===== config.mk =====
export PLATFORM = sky130hd
export DESIGN_NAME = framed_bit_transmitter_flat
export DESIGN_NICKNAME = d
export VERILOG_FILES = /design/src/rtl/framed_tx_pkg.sv /design/src/rtl/framed_bit_transmitter_if.sv /design/src/rtl/framed_bit_transmitter_piso_shift_reg.sv /design/src/rtl/framed_bit_transmitter.sv /design/src/flat_wrapper.sv
export SDC_FILE = /design/constraint.sdc
export NUM_CORES = 1
export LEC_CHECK = 0
export CORE_MARGIN = 2
export CORE_UTILIZATION = 47
export DETAILED_ROUTE_END_ITERATION = 10
export GPL_ROUTABILITY_DRIVEN = 0
export PLACE_DENSITY = 0.84
export SYNTH_ARGS = -nofsm -noshare
export SYNTH_HDL_FRONTEND = slang
export SYNTH_SLANG_ARGS = --single-unit

===== constraint.sdc =====
create_clock -name clk -period 1.65 [get_ports clk]
set_input_delay 0.165 -clock clk [delete_from_list [all_inputs] [get_ports clk]]
set_output_delay 0.165 -clock clk [all_outputs]
set_load 0.03 [all_outputs]

===== src/rtl/framed_tx_pkg.sv =====
// Shared types and default constants for the framed serial bit transmitter.
// The state encoding is fixed at 3 bits so it can be probed on external debug buses.
package framed_tx_pkg;

    typedef enum logic [2:0] {
        IDLE = 3'd0,
        PRE  = 3'd1,
        DATA = 3'd2,
        PAR  = 3'd3,
        GAP  = 3'd4
    } tx_state_e;

    localparam int DEF_PRE_W      = 4;
    localparam int DEF_DATA_W     = 8;
    localparam int DEF_GAP_CYCLES = 2;
    localparam logic [DEF_PRE_W-1:0] DEF_PREAMBLE = 4'b1010;

    // Sizes the shared bit counter so that it can index the longest phase.
    function automatic int max3(input int a, input int b, input int c);
        int m;
        m = (a > b) ? a : b;
        return (m > c) ? m : c;
    endfunction

endpackage


===== src/rtl/framed_bit_transmitter_if.sv =====
// Payload handshake and serial output bundle of the framed bit transmitter.
// The producer side uses master; the transmitter uses slave.
interface framed_bit_transmitter_if
    import framed_tx_pkg::*;
#(
    parameter int DATA_W = DEF_DATA_W
);

    logic              in_valid;
    logic [DATA_W-1:0] in_data;
    logic              in_ready;
    logic              dout;
    logic              dout_valid;
    logic              frame_start;
    logic              busy;

    modport master (
        output in_valid,
        output in_data,
        input  in_ready,
        input  dout,
        input  dout_valid,
        input  frame_start,
        input  busy
    );

    modport slave (
        input  in_valid,
        input  in_data,
        output in_ready,
        output dout,
        output dout_valid,
        output frame_start,
        output busy
    );

endinterface


===== src/rtl/framed_bit_transmitter_piso_shift_reg.sv =====
// Parallel-in serial-out shift register, MSB first. next_msb is the bit that
// will sit in the MSB after this edge, so the caller can register it directly.
module piso_shift_reg
    import framed_tx_pkg::*;
#(
    parameter int WIDTH = DEF_DATA_W
) (
    input  logic             clk,
    input  logic             reset,
    input  logic             load,
    input  logic             shift,
    input  logic [WIDTH-1:0] load_data,
    output logic             next_msb
);

    logic [WIDTH-1:0] sr_q;
    logic [WIDTH-1:0] sr_d;
    logic [WIDTH-1:0] shifted;

    always_comb begin
        shifted = sr_q << 1;
        sr_d    = sr_q;
        if (load) begin
            sr_d = load_data;
        end else if (shift) begin
            sr_d = shifted;
        end
    end

    assign next_msb = sr_d[WIDTH-1];

    always_ff @(posedge clk) begin
        if (reset) begin
            sr_q <= '0;
        end else begin
            sr_q <= sr_d;
        end
    end

endmodule


===== src/rtl/framed_bit_transmitter.sv =====
// Serial frame generator: preamble, payload MSB-first, even parity, then an idle gap.
// All serial outputs are registered; the FSM picks which bit is loaded into dout next.
module framed_bit_transmitter
    import framed_tx_pkg::*;
#(
    parameter int               DATA_W     = DEF_DATA_W,
    parameter int               PRE_W      = DEF_PRE_W,
    parameter logic [PRE_W-1:0] PREAMBLE   = DEF_PREAMBLE,
    parameter int               GAP_CYCLES = DEF_GAP_CYCLES
) (
    input logic                     clk,
    input logic                     reset,
    framed_bit_transmitter_if.slave bus
);

    localparam int CNT_W = $clog2(max3(PRE_W, DATA_W, GAP_CYCLES) + 1);

    tx_state_e        state_q;
    tx_state_e        state_d;
    logic [CNT_W-1:0] cnt_q;
    logic [CNT_W-1:0] cnt_d;
    logic             parity_q;
    logic             parity_d;
    logic             dout_q;
    logic             dout_d;
    logic             dout_valid_q;
    logic             dout_valid_d;
    logic             frame_start_q;
    logic             frame_start_d;

    logic in_ready;
    logic accept;
    logic pre_shift;
    logic data_shift;
    logic pre_bit;
    logic data_bit;

    assign in_ready = (state_q == IDLE) && !reset;
    assign accept   = bus.in_valid && in_ready;

    piso_shift_reg #(
        .WIDTH(PRE_W)
    ) u_pre_sr (
        .clk      (clk),
        .reset    (reset),
        .load     (accept),
        .shift    (pre_shift),
        .load_data(PREAMBLE),
        .next_msb (pre_bit)
    );

    piso_shift_reg #(
        .WIDTH(DATA_W)
    ) u_data_sr (
        .clk      (clk),
        .reset    (reset),
        .load     (accept),
        .shift    (data_shift),
        .load_data(bus.in_data),
        .next_msb (data_bit)
    );

    // cnt_q counts bits already shown in the current phase; the last bit of a
    // phase hands over to the first bit of the next without shifting that register.
    always_comb begin
        state_d       = state_q;
        cnt_d         = cnt_q;
        parity_d      = parity_q;
        dout_d        = 1'b0;
        dout_valid_d  = 1'b0;
        frame_start_d = 1'b0;
        pre_shift     = 1'b0;
        data_shift    = 1'b0;

        case (state_q)
            IDLE: begin
                if (accept) begin
                    state_d       = PRE;
                    cnt_d         = '0;
                    parity_d      = ^bus.in_data;
                    dout_d        = pre_bit;
                    dout_valid_d  = 1'b1;
                    frame_start_d = 1'b1;
                end
            end
            PRE: begin
                dout_valid_d = 1'b1;
                if (cnt_q == CNT_W'(PRE_W - 1)) begin
                    state_d = DATA;
                    cnt_d   = '0;
                    dout_d  = data_bit;
                end else begin
                    pre_shift = 1'b1;
                    cnt_d     = cnt_q + 1'b1;
                    dout_d    = pre_bit;
                end
            end
            DATA: begin
                dout_valid_d = 1'b1;
                if (cnt_q == CNT_W'(DATA_W - 1)) begin
                    state_d = PAR;
                    cnt_d   = '0;
                    dout_d  = parity_q;
                end else begin
                    data_shift = 1'b1;
                    cnt_d      = cnt_q + 1'b1;
                    dout_d     = data_bit;
                end
            end
            PAR: begin
                cnt_d   = '0;
                state_d = (GAP_CYCLES > 0) ? GAP : IDLE;
            end
            GAP: begin
                if (cnt_q == CNT_W'(GAP_CYCLES - 1)) begin
                    state_d = IDLE;
                    cnt_d   = '0;
                end else begin
                    cnt_d = cnt_q + 1'b1;
                end
            end
            default: begin
                state_d = IDLE;
                cnt_d   = '0;
            end
        endcase
    end

    always_ff @(posedge clk) begin
        if (reset) begin
            state_q       <= IDLE;
            cnt_q         <= '0;
            parity_q      <= 1'b0;
            dout_q        <= 1'b0;
            dout_valid_q  <= 1'b0;
            frame_start_q <= 1'b0;
        end else begin
            state_q       <= state_d;
            cnt_q         <= cnt_d;
            parity_q      <= parity_d;
            dout_q        <= dout_d;
            dout_valid_q  <= dout_valid_d;
            frame_start_q <= frame_start_d;
        end
    end

    assign bus.in_ready    = in_ready;
    assign bus.dout        = dout_q;
    assign bus.dout_valid  = dout_valid_q;
    assign bus.frame_start = frame_start_q;
    assign bus.busy        = (state_q != IDLE);

endmodule

===== src/flat_wrapper.sv =====
// flat-port wrapper written by rule: the top's interface ports become plain ports
module framed_bit_transmitter_flat import framed_tx_pkg::*;
#(
    parameter int               DATA_W     = DEF_DATA_W,
    parameter int               PRE_W      = DEF_PRE_W,
    parameter logic [PRE_W-1:0] PREAMBLE   = DEF_PREAMBLE,
    parameter int               GAP_CYCLES = DEF_GAP_CYCLES
)
  (clk, reset, bus_in_valid, bus_in_data, bus_in_ready, bus_dout, bus_dout_valid, bus_frame_start, bus_busy);
  framed_bit_transmitter_if #(.DATA_W(DATA_W)) bus_i ();
  input logic clk;
  input logic reset;
  input wire logic [$bits(bus_i.in_valid)-1:0] bus_in_valid;
  input wire logic [$bits(bus_i.in_data)-1:0] bus_in_data;
  output wire logic [$bits(bus_i.in_ready)-1:0] bus_in_ready;
  output wire logic [$bits(bus_i.dout)-1:0] bus_dout;
  output wire logic [$bits(bus_i.dout_valid)-1:0] bus_dout_valid;
  output wire logic [$bits(bus_i.frame_start)-1:0] bus_frame_start;
  output wire logic [$bits(bus_i.busy)-1:0] bus_busy;
  assign bus_i.in_valid = bus_in_valid;
  assign bus_i.in_data = bus_in_data;
  assign bus_in_ready = bus_i.in_ready;
  assign bus_dout = bus_i.dout;
  assign bus_dout_valid = bus_i.dout_valid;
  assign bus_frame_start = bus_i.frame_start;
  assign bus_busy = bus_i.busy;
  framed_bit_transmitter #(.DATA_W(DATA_W), .PRE_W(PRE_W), .PREAMBLE(PREAMBLE), .GAP_CYCLES(GAP_CYCLES)) u_core (.clk(clk), .reset(reset), .bus(bus_i));
endmodule

==> flow_metrics.tcl, run 1 <==
set metrics [dict create \
    r2r-end "u_core.state_q[0]" \
    grt_pass1_vias 1075 \
    start_util_pct 49.7 \
    ys_seq_elements 21 \
    reg2reg_depth 7 \
    gr-total-overflow 0 \
    die_x_um 52.6 \
    ctsRootBufferMaster "clkbuf_4" \
    drt_iter0_markers 38 \
    port_buffers 15 \
    finalCritPeriodShare_pct 104 \
    fin_worst_skew_ns 0.00588 \
    min_path_type "in -> reg" \
    dp_hpwl_um 1890 \
    final_core_util_pct 68.6 \
    worstSetupStartpointType "flip-flop" \
    clkPwrFrac_pct 11.4 \
    tightest_slew_ns 0.481 \
    final_nets 173 \
    rows 17 \
    clk_pin_slew_ns 0.12 \
    cts_tree "yes" \
    io_pins 16 \
    synthDistinctLibCells 39 \
    leakagePower_nw 0.638 \
    synth-main-ff-cell "dfxtp_1" \
    drcViolationCount 0 \
    status "complete, but fails checks" \
    r2r_start "u_core.cnt_q[0]" \
    whs_endpoint "u_core.u_data_sr.sr_q[0]" \
    fmax_mhz 581 \
    cts_made_buffers 3 \
    setup.worst_path.class "reg -> reg" \
    busiest_layer "met2" \
    grt_use_met2_pct 42.1 \
    ys_async_sr_fraction_pct 0 \
    rsz0062_at_grt "true" \
    min_path_cells 3 \
    fin_crit_ns 1.72 \
    crit_required_ns 1.90 \
    synthesis.nets 135 \
    grt_pass1_wl_um 4540 \
    drive_gt1_share_pct 31.4 \
    fillers 177 \
    use_met1_pct 24.1 \
    power.density_nw_per_um2 1430 \
    clkLatencyLatePin_ns 0.31 \
    synth_edf_count 0 \
    hold_viol 0 \
    maxSlewViolCount 0 \
    p_sw_share_pct 37.4 \
    core-area_um2 2230 \
    ctsLongestPathBuffers 2 \
    end_kind "flip-flop" \
    violations "negative setup slack" \
    p_sw_mw 0.818 \
    timing.final.setup_violations 6 \
    vias_per_cell 5.57 \
    internal_power_mw 1.37 \
    combPwrFrac_pct 54.3 \
    arrival_ns 1.97 \
    slew_headroom_pct 67.7 \
    h-tree-depth 1 \
    min-delay-start "bus_in_data[0]" \
    multi_input_area_um2 698 \
    seq_area_um2 430 \
    grt_max_degree 20 \
    final_common_cell "buf_4" \
    drv_cap 0 \
    synth_area_per_cell_um2 9.11 \
    synth_area_um2 1110 \
    dr.pass1.iters 4 \
    layout_common_cells "24 x buf_4, 17 x dfxtp_1, 13 x clkdlybuf4s50_1, 12 x nor2_1, 8 x a211oi_1" \
    synth_seq_area_share_pct 37.8 \
    fp.dieH_um 52.6 \
    route.vias.total 1042 \
    n_antenna_cell 0 \
    r2r_setup_slack_ns -0.07 \
    dieArea_um2 2770 \
    clock-sinks 21 \
    crit_fanout 5 \
    seqPwrFrac_pct 34.3 \
    syn_inst 122 \
    yosysWarnings 0 \
    worst_ir_drop_vdd_mv 0.687 \
    area_growth_pct 38.0 \
    cts_hold_buf 0 \
    globalRouteTotalUtil_pct 22.9 \
    gr-usage-met3_pct 3.43 \
    hold-worst-slack_ns 0.462 \
    antenna_found_initial 0 \
    drt-total-wl_um 2650 \
    ant_nets 0 \
    worst_slack_ns -0.0713 \
    routedWlPerCell_um 14.2 \
]
-- metal layers --
layer,routed length [um],share of wire (%)
met4,70,2.6
met2,1360,52
met3,97,3.7
met5,0,0
met1,1120,42
-- sequential cells by signal (all words and copies together) (netlist names) --
| register | cells |
|---|---|
| u_core.u_data_sr.sr_q | 8 |
| u_core.bus.dout | 1 |
| u_core.u_pre_sr.sr_q | 2 |
| u_core.bus.frame_start | 1 |
| u_core.cnt_q | 4 |
| u_core.bus.dout_valid | 1 |
| u_core.state_q | 3 |
| u_core.parity_q | 1 |
-- how the worst max path moves through the flow --
stage | startpoint | to | slack, ns | depth (start not counted)
2_1_floorplan | u_core.cnt_q[1] | u_core.cnt_q[3] | -0.07 | 5
3_3_place_gp | u_core.cnt_q[0] | u_core.cnt_q[1] | -0.02 | 6
3_5_place_dp | u_core.cnt_q[1] | u_core.cnt_q[1] | -0.1 | 6
4_1_cts | u_core.cnt_q[0] | u_core.cnt_q[1] | -0.04 | 6
5_1_grt | u_core.cnt_q[0] | u_core.state_q[0] | -0.18 | 7
6_report | u_core.cnt_q[0] | u_core.state_q[0] | -0.07 | 7
-- stage by stage --
stage	instance area, um2	TNS (ns)	total power, mW	std cells	setup WS (ns)
final	1530	-0.200	2.19	187	-0.0713
after global placement	1440	-0.0469	1.76	180	-0.0239
after global routing	1530	-1.28	2.33	187	-0.184
after CTS	1510	-0.130	2.14	187	-0.0375
after floorplan	1140	-0.172	1.40	122	-0.0692
after detailed placement	1440	-0.258	1.81	180	-0.0992
-- power by group through the flow --
stage | clock, mW | sequential (mW) | combinational, mW
2_1_floorplan | 0 | 0.726 | 0.670
3_3_place_gp | 0 | 0.741 | 1.02
3_5_place_dp | 0 | 0.747 | 1.06
4_1_cts | 0.258 | 0.739 | 1.14
5_1_grt | 0.280 | 0.763 | 1.28
6_report | 0.249 | 0.749 | 1.19
-- area by class of cell --
cell class / instances / area share [%]
sequential: 21 / 28.1
clock inverter: 1 / 0.327
timing repair buffer: 39 / 21.6
clock buffer: 3 / 1.47
multi-input combinational: 92 / 45.6
inverter: 3 / 0.735
tap: 28 / 2.29
-- logic make-up (layout without fill, tap and decap cells) --
group | after synthesis | after routing | share of synthesized area [%]
AOI/OAI and AO/OA | 28 | 28 | 17.5
xor gates and xnor gates | 7 | 7 | 5.52
adders and majority gates | 2 | 2 | 2.25
buffers and inverters | 9 | 46 | 4.39
DFF | 21 | 21 | 37.8
muxes | 7 | 7 | 6.31
and+or+nand+nor | 48 | 48 | 26.2
-- timing repair --
| action | CTS | global route |
|---|---|---|
| buffers inserted | 3 | 0 |
| resized for setup | 6 | 9 |
| endpoints found under the setup margin | 6 | 16 |
| pin swaps | 4 | 5 |
-- critical path: stages (launching register included) --
cell,delay [ns]
dfxtp_4,0.39
ha_4,0.13
or3b_4,0.37
a222oi_1,0.33
buf_4,0.20
buf_4,0.10
a21oi_1,0.06
nor2_1,0.10
-- synthesized netlist by cell type (2+ instances only) --
cell	n	area share, %
and3_1	2	1.1
inv_1	2	0.68
ha_1	2	2.3
o21ai_0	4	1.8
nand2_1	7	2.4
nand3b_1	3	2.0
mux2i_1	7	6.3
a21oi_1	6	2.7
nor2_1	12	4.1
a211oi_1	8	5.4
buf_4	2	1.4
nand2b_1	4	2.3
nand3_1	2	0.90
nor2b_1	2	1.1
xnor2_1	7	5.5
dfxtp_1	21	38
clkbuf_1	3	1.0
nor3b_2	2	2.3
nor3_1	4	1.8
and2_1	3	1.7
(Power assumes the default switching activity.)
==> run 2, diff against run 1 <==
--- a/config.mk
+++ b/config.mk
@@ -5,11 +5,12 @@
 export SDC_FILE = /design/constraint.sdc
 export NUM_CORES = 1
 export LEC_CHECK = 0
+export ABC_AREA = 1
 export CORE_MARGIN = 2
-export CORE_UTILIZATION = 47
+export CORE_UTILIZATION = 48
 export DETAILED_ROUTE_END_ITERATION = 10
 export GPL_ROUTABILITY_DRIVEN = 0
-export PLACE_DENSITY = 0.84
+export PLACE_DENSITY = 0.85
 export SYNTH_ARGS = -nofsm -noshare
 export SYNTH_HDL_FRONTEND = slang
 export SYNTH_SLANG_ARGS = --single-unit
==> run 2 against run 1 <==
Net effect:
- the run now ends clean
- synthesized cell count grew 36%
- worst hold slack improved by 0.026 ns
- routed wire length is 11% lower
==> flow_metrics.tcl, run 2 <==
set metrics [dict create \
    status "complete, no violations" \
    fp.dieH_um 53.2 \
    yosysWarnings 0 \
    timing.final.setup_violations 0 \
    design_area_um2 1390 \
    io_pins 16 \
    n_antenna_cell 0 \
    dieArea_um2 2830 \
    drcViolationCount 0 \
    ys_seq_elements 21 \
    power.density_nw_per_um2 1290 \
    antenna_found_initial 0 \
    drt_iter0_markers 19 \
    end_kind "output port" \
    port_buffers 15 \
    drv_cap 0 \
    setup_tns_ns 0 \
    crit_required_ns 1.48 \
    synth_compound_area_share_pct 10.5 \
    dp_hpwl_um 1870 \
    fin_worst_skew_ns 0.0134 \
    rsz0062_at_grt "false" \
    fillers 202 \
    synth_edf_count 0 \
    largest-register "u_core.u_data_sr.sr_q" \
    synth_top_cells_by_count "37 x nand2_1, 26 x inv_1, 21 x dfxtp_1, 20 x nand3_1, 9 x nor2_1" \
    layout_common_cells "37 x nand2_1, 26 x inv_1, 20 x nand3_1, 20 x dfxtp_1, 13 x clkdlybuf4s50_1" \
    final_common_cell "nand2_1" \
    synth_area_leaders "dfxtp_1 36%, nand2_1 12%, nand3_1 8.6%, inv_1 8.4%, o21ai_0 3.4%" \
    grt_pass1_vias 1108 \
    synth_area_per_cell_um2 7.01 \
    synthMuxAreaShare_pct 0 \
    synthAdderAreaFrac_pct 2.15 \
    cts_made_buffers 3 \
    syn_inst 166 \
    critPathBufInv 2 \
    clk_pin_slew_ns 0.13 \
    ys_async_sr_fraction_pct 0 \
    crit_chain "inv_1 -> nand2_1 -> dlygate4sd2_1" \
    final_nets 201 \
    synth_top_area_cell "dfxtp_1" \
    synth_top_area_share_pct 36.1 \
    slew_headroom_pct 79.7 \
    arrival_ns 1.34 \
    worst_ir_drop_vdd_mv 0.947 \
    cts_tree "yes" \
    yosysMostFrequentCell "nand2_1" \
    clock-sinks 21 \
    synth_top_family_by_area "simple AND/OR/NAND/NOR gates" \
    gr-total-overflow 0 \
    synthDistinctLibCells 25 \
    clkLatencyLatePin_ns 0.31 \
    crit_slowest_cell "dfxtp_1" \
    ctsLongestPathBuffers 2 \
    min_path_type "reg -> reg" \
    h-tree-depth 1 \
    globalRouteTotalUtil_pct 20.2 \
    core-area_um2 2250 \
    crit_fanout 5 \
    cts_hold_buf 0 \
    synth_seq_area_share_pct 36.1 \
    drt-total-wl_um 2360 \
    ant_nets 0 \
    synth-main-ff-cell "dfxtp_1" \
    routedWlPerCell_um 11.0 \
    fin_crit_ns 1.50 \
    area_growth_pct 19.2 \
    largestRegisters "u_core.u_data_sr.sr_q (8), u_core.cnt_q (4), u_core.state_q (3)" \
    cp_top_family "buffers and inverters" \
    place_area_um2 1350 \
    ctsRootBufferMaster "clkbuf_4" \
    synthesis.nets 179 \
    worstSetupStartpointType "flip-flop" \
    grt_pass1_wl_um 4300 \
    synth-xor-area-share_pct 6.02 \
    cpPeakStageDelay_ns 0.43 \
    finalCritPeriodShare_pct 91.1 \
    rows 17 \
    grt_max_degree 13 \
    maxSlewViolCount 0 \
    vias_per_cell 5.06 \
    start_util_pct 51.6 \
    fmax_mhz 665 \
    leakagePower_nw 0.671 \
    drive_gt1_share_pct 16.0 \
    hold_viol 0 \
    largest_register_ffs 8 \
    synth-simple-area-share_pct 33.2 \
    route.vias.total 1088 \
    setup.worst_path.class "reg -> out" \
    dr.pass1.iters 4 \
    synth_area_um2 1160 \
    tightest_slew_ns 0.303 \
    die_x_um 53.2 \
]
-- run 2: cell count changes after synthesis, sizes merged, moves of 4 or more --
cell / delta
mux2i: -7
o21ai: +5
nand2b: -4
inv: +27
nand3: +19
xor2: +4
nand2: +34
a211oi: -8
-- run 2: final cells by class --
| cell class | instances | area [um2] | share of cell area [%] |
|---|---|---|---|
| Timing Repair Buffer | 20 | 184 | 13.3 |
| Clock buffer | 3 | 22.5 | 1.62 |
| Clock inverter | 1 | 5.00 | 0.361 |
| Multi-Input combinational cell | 112 | 607 | 43.7 |
| Tap cell | 28 | 35.0 | 2.52 |
| Inverter | 30 | 113 | 8.12 |
| Sequential cell | 21 | 422 | 30.4 |
-- run 2: cell families (layout without fill, tap and decap cells) --
family	after synthesis	after routing
simple gates	81	81
xor+xnor	8	8
compound gates	21	21
buf+inv	33	54
fa+ha+maj	2	2
flops	21	21
-- run 2: timing repair --
item,CTS,global route
setup endpoints to repair,1,7
pin swaps,0,1
setup buffers,0,1
gates resized for setup,1,2
-- run 2: path summary, 6_finish.rpt --
check	startpoint	endpoint	slack, ns	depth (start not counted)
setup / recovery	u_core.state_q[1]	bus_busy	0.15	3
setup reg to reg	u_core.cnt_q[1]	u_core.cnt_q[0]	0.16	7
hold / removal	u_core.u_pre_sr.sr_q[1]	u_core.u_pre_sr.sr_q[1]	0.49	2
hold reg to reg	u_core.u_pre_sr.sr_q[1]	u_core.u_pre_sr.sr_q[1]	0.49	2
-- run 2: metal layers --
metal | up-vias | part of all wire [%] | GRT usage (%)
met3 | 7 | 1.7 | 1.69
met4 | 0 | 2.9 | 12.4
met2 | 15 | 50 | 36.4
met1 | 498 | 45 | 22.6
li1 | 568 | - | -
met5 | - | 0 | 0
-- run 2: worst reg2reg max path, stage by stage (launching register included) --
cell     delay (ns)
dfxtp_1        0.39
ha_2           0.22
nand3_1        0.15
nand2_2        0.15
inv_1          0.10
nor2_4         0.17
inv_2          0.06
o21a_1         0.16
-- run 2: report_power, final --
group | leakage, nW | total [mW] | switching, mW | internal [mW]
clock network | 0.0177 | 0.251 | 0.160 | 0.0905
logic | 0.481 | 0.851 | 0.537 | 0.314
registers | 0.172 | 0.685 | 0.0703 | 0.615
total | 0.671 | 1.79 | 0.768 | 1.02
-- run 2: stage by stage --
stage	util, %	setup WS, ns	total power, mW	hold WS [ns]	instances
detailed placement	59.9	0.0772	1.55	0.474	210
finish	61.5	0.147	1.79	0.488	215
global route	61.5	0.0154	1.94	0.527	215
floorplan	-	0.310	1.31	0.244	166
CTS	61.0	0.0754	1.79	0.492	214
global placement	59.9	0.129	1.51	0.448	210
==> RTL edit 1, RTL diff (config.mk and constraints of run 2) <==
Encoding of `tx_state_e`: now one-hot (5 bits for 5 states).
--- a/src/rtl/framed_tx_pkg.sv
+++ b/src/rtl/framed_tx_pkg.sv
@@ -4,8 +4,8 @@
 
-    typedef enum logic [2:0] {
-        IDLE = 3'd0,
-        PRE  = 3'd1,
-        DATA = 3'd2,
-        PAR  = 3'd3,
-        GAP  = 3'd4
+    typedef enum logic [4:0] {
+        IDLE = 5'b00001,
+        PRE  = 5'b00010,
+        DATA = 5'b00100,
+        PAR  = 5'b01000,
+        GAP  = 5'b10000
     } tx_state_e;
Function: no difference found for any inputs over 10 cycles, from zero or initial values and one cycle with reset high; not proved beyond that.
==> RTL edit 1 against run 2 <==
  * Design area increased by 8.7%
  * Routed wire length increased by 3.1%
  * Utilization decreased by 0.68 points
  * Synthesized area increased by 7.1%
  * Sequential cell count increased by 2
  * Setup slack got worse by 0.022 ns
  * Critical endpoint is now u_core.u_data_sr.sr_q[4]$_SDFFE_PP0P_
  * Die area increased by 6.6%
Power is not compared: it rests on default switching activity, and its combinational part moved more than twofold at a synthesized area within 25%.
==> RTL edit 1: results (changes against run 2) <==
dpl_worst_slack_ns: 0.0226  # was 0.0772 ns
finalNetCount: 222  # was 201
grt_max_degree: 18  # was 13
clock_buffers: 4  # was 3
synthDistinctLibCells: 24  # was 25
nMultiInputCombCells: 121  # was 112
met2_length_um: 1120  # was 1190 um
synth-xor-area-share_pct: 5.62  # was 6.02%
clock_skew_ns: 0.00564  # was 0.0134 ns
n_all_inverters: 34  # was 30
routed_wirelength_um: 2440  # was 2360 um
grtUsageTotal_pct: 19.2  # was 20.2%
ys_ff_latch: 23  # was 21
crit_family: "simple AND/OR/NAND/NOR gates"  # was buffers and inverters
max_stage_delay_ns: 0.33  # was 0.43 ns
met1_length_um: 1220  # was 1070 um
crit_path_max_fanout: 7  # was 5
met3_length_um: 48  # was 41 um
yosys-top-cells-area: "dfxtp_1 37%, inv_1 9.9%, nand2_1 9.3%"  # was dfxtp_1 36%, nand2_1 12%, nand3_1 8.6%
drt-initial-drc-count: 23  # was 19
vias_per_cell: 4.71  # was 5.06
min_delay_path_depth: 3  # was 2
dp_hpwl_um: 1880  # was 1870 um
synthAdderAreaFrac_pct: 2.01  # was 2.15%
clock_area_share_pct: 1.74  # was 1.98%
area_share_nonclk_buffers_pct: 14.8  # was 13.3%
largestRegisters: "u_core.u_data_sr.sr_q: 8 flops, u_core.state_q: 5 flops, u_core.cnt_q: 4 flops"  # was u_core.u_data_sr.sr_q: 8 flops, u_core.cnt_q: 4 flops, u_core.state_q: 3 flops
cp.arrival_ns: 1.75  # was 1.34 ns
status: "finished, final reports clean"  # unchanged
holdPathEnd: "u_core.u_data_sr.sr_q[0]$_SDFFE_PP0P_"  # was u_core.u_pre_sr.sr_q[1]$_SDFFE_PP0P_
-- RTL edit 1: cell types whose count changed in the layout (fill, tap and decap cells not counted), sizes merged, moves of 2 or more --
| cell | change |
|---|---|
| inv | +4 |
| nand3 | -3 |
| nor3 | -3 |
| clkbuf | +3 |
| buf | +5 |
| nor2 | +16 |
| nand2 | -7 |
| dfxtp | +2 |
| nand4 | +2 |
-- RTL edit 1: stage by stage --
| stage | power, mW | cells | instance area (um^2) | util (%) |
|---|---|---|---|---|
| 4_1_cts | 1.13 | 238 | 1510 | 61.0 |
| 3_3_place_gp | 0.860 | 234 | 1490 | 60.0 |
| 6_report | 1.12 | 238 | 1510 | 60.9 |
| 2_1_floorplan | 0.778 | 183 | 1250 | - |
| 5_1_grt | 1.18 | 238 | 1510 | 60.9 |
| 3_5_place_dp | 0.865 | 234 | 1490 | 60.0 |
==> RTL edit 2, RTL diff (settings of run 2) <==
Without the edit above. Change the package constant `DEF_DATA_W` from 8 to 4.
--- a/src/rtl/framed_tx_pkg.sv
+++ b/src/rtl/framed_tx_pkg.sv
@@ -13,3 +13,3 @@
     localparam int DEF_PRE_W      = 4;
-    localparam int DEF_DATA_W     = 8;
+    localparam int DEF_DATA_W     = 4;
     localparam int DEF_GAP_CYCLES = 2;
Interface: changed (resized bus_in_data); port bits go from 16 to 12. No check against the original RTL was run, so the function may have changed too.
==> RTL edit 2 against run 2 <==
  * Count of clock-buffer cells in the layout up 1
  * Synthesized area shrank 29%
  * Final cell count decreased by 33%
  * First-iteration DRC count decreased by 16%
  * Routed wire length fell by 28%
  * Sequential cell count shrank 5
  * Sequential power decreased by 23%
  * Clock power up 4%
  * Combinational power fell by 12%
  * Total power is 14% lower
  * Design area is 26% lower
  * Fmax down 0.99%
  * Setup slack got worse by 0.015 ns
==> RTL edit 2: results (changes against run 2) <==
layout-drive-gt1-share_pct: 25.2  # was 16.0%
ys_warn_count: 0  # unchanged
yosys-top-cells-count: "18 x nand2_1, 16 x dfxtp_1, 13 x inv_1"  # was 37 x nand2_1, 26 x inv_1, 21 x dfxtp_1
cts_max_level: 1  # unchanged
worst_slew_pin_slew_ns: 0.306  # was 0.303 ns
max_stage_delay_ns: 0.34  # was 0.43 ns
synth_top_flop_cell: "dfxtp_1"  # unchanged
yosys-top-cells-area: "dfxtp_1 39%, nand2_1 8.2%, ha_1 6.1%"  # was dfxtp_1 36%, nand2_1 12%, nand3_1 8.6%
ir_drop_mv: 0.945  # was 0.947 mV
largestRegisters: "u_core.u_data_sr.sr_q: 4 flops, u_core.cnt_q: 3 flops, u_core.state_q: 3 flops"  # was u_core.u_data_sr.sr_q: 8 flops, u_core.cnt_q: 4 flops, u_core.state_q: 3 flops
first_global_vias: 666  # was 1108
p_leak_nw: 0.467  # was 0.671 nW
vias_per_cell: 5.04  # was 5.06
grtUsageTotal_pct: 19.2  # was 20.2%
met3_usage_pct: 3.57  # was 1.69%
clk_pin_slew_ns: 0.09  # was 0.13 ns
cp_slowest_cell: "dfxtp_1"  # unchanged
syn-num-nets: 118  # was 179
grt_max_degree: 12  # was 13
n_fill_cell: 143  # was 202
clock-root-buffer: "clkbuf_4"  # unchanged
stdcell_count: 143  # was 215
dp.cells: 139  # was 210
crit_path_max_fanout: 4  # was 5
yosysSeqAreaShare_pct: 38.8  # was 36.1%
grt_pass1_wl_um: 2830  # was 4300 um
io_buffers: 11  # was 15
cts_made_buffers: 3  # unchanged
synthDistinctLibCells: 21  # was 25
dp_hpwl_um: 1290  # was 1870 um
wl_per_cell_um: 11.8  # was 11.0 um
r2r_slack_ns: 0.13  # was 0.16 ns
synthCells: 107  # was 166
gr-usage-met2_pct: 29.0  # was 36.4%
antenna_cells: 0  # unchanged
min_path_type: "register to register"  # unchanged
drtPass1Iterations: 4  # unchanged
clk_latency_ns: 0.29  # was 0.31 ns
cts_buffer_depth: 2  # unchanged
met1_usage_pct: 25.5  # was 22.6%
cp.arrival_ns: 1.75  # was 1.34 ns
drt-initial-drc-count: 16  # was 19
clock_skew_ns: 0.00341  # was 0.0134 ns
postSynth.asyncResetShare_pct: 0  # unchanged
antenna_found_initial: 0  # unchanged
status: "finished, final reports clean"  # unchanged
RTL edit 2: path summary, 6_finish.rpt:
path | start | end | depth (start not counted)
worst max-delay path | u_core.cnt_q[0]$_SDFFE_PP0P_ | u_core.bus.dout$_SDFF_PP0_ | 10
worst min-delay path | u_core.u_pre_sr.sr_q[1]$_SDFFE_PP0P_ | u_core.u_pre_sr.sr_q[1]$_SDFFE_PP0P_ | 2
worst max register to register | u_core.cnt_q[0]$_SDFFE_PP0P_ | u_core.bus.dout$_SDFF_PP0_ | 10
worst min register to register | u_core.u_pre_sr.sr_q[1]$_SDFFE_PP0P_ | u_core.u_pre_sr.sr_q[1]$_SDFFE_PP0P_ | 2
RTL edit 2: cell families after synthesis:
kind of cell    after synthesis  synth area share, %
compound gates               17                 11.7
xor+xnor                      3                 3.18
fa+ha+maj                     4                 6.06
buf+inv                      19                 9.54
flops                        16                 38.8
simple gates                 48                 30.8
RTL edit 2: metal layers:
| layer | up-vias | part of all wire, % |
|---|---|---|
| li1 | 382 | - |
| met1 | 320 | 48 |
| met2 | 15 | 47 |
| met3 | 4 | 3.5 |
| met4 | 0 | 1.4 |
| met5 | - | 0 |
RTL edit 2: final cells by class:
| type | count | area (um^2) | share of cell area [%] |
|---|---|---|---|
| timing repair buffer | 18 | 159 | 15.4 |
| tap | 16 | 20.0 | 1.94 |
| inverter | 17 | 63.8 | 6.17 |
| multi-input combinational | 72 | 434 | 42.0 |
| sequential | 16 | 320 | 31.0 |
| clock buffer | 4 | 36.3 | 3.51 |
RTL edit 2: repair_timing:
action	4_1_cts	5_1_grt
pin swaps	0	0
resized for setup	1	2
gates cloned	0	0
setup endpoints to repair	1	2
setup buffers	0	0
RTL edit 2: where the power goes:
| group | switching [mW] | internal [mW] | total [mW] |
|---|---|---|---|
| clock | 0.126 | 0.135 | 0.261 |
| combinational | 0.464 | 0.282 | 0.747 |
| sequential | 0.0552 | 0.473 | 0.528 |
| total | 0.645 | 0.890 | 1.53 |
RTL edit 2: through the flow:
stage | cell area [um^2] | power [mW] | hold WS [ns] | setup slack [ns] | util, %
6_report | 1030 | 1.53 | 0.472 | 0.132 | 66.3
5_1_grt | 1030 | 1.65 | 0.501 | 0.0154 | 66.3
4_1_cts | 1030 | 1.54 | 0.476 | 0.119 | 65.8
3_5_place_dp | 991 | 1.28 | 0.458 | 0.123 | 63.6
3_3_place_gp | 991 | 1.27 | 0.459 | 0.188 | 63.6
2_1_floorplan | 826 | 1.05 | 0.268 | 0.106 | -
RTL edit 2: critical path, delay by kind of cell, from the launching register on:
kind / cells / cell delay [ns]
buffers and inverters: 2 / 0.22
flip-flops: 1 / 0.34
AO/OA/AOI/OAI: 1 / 0.12
adder cells (fa/ha/maj): 2 / 0.39
AND/OR/NAND/NOR: 5 / 0.38
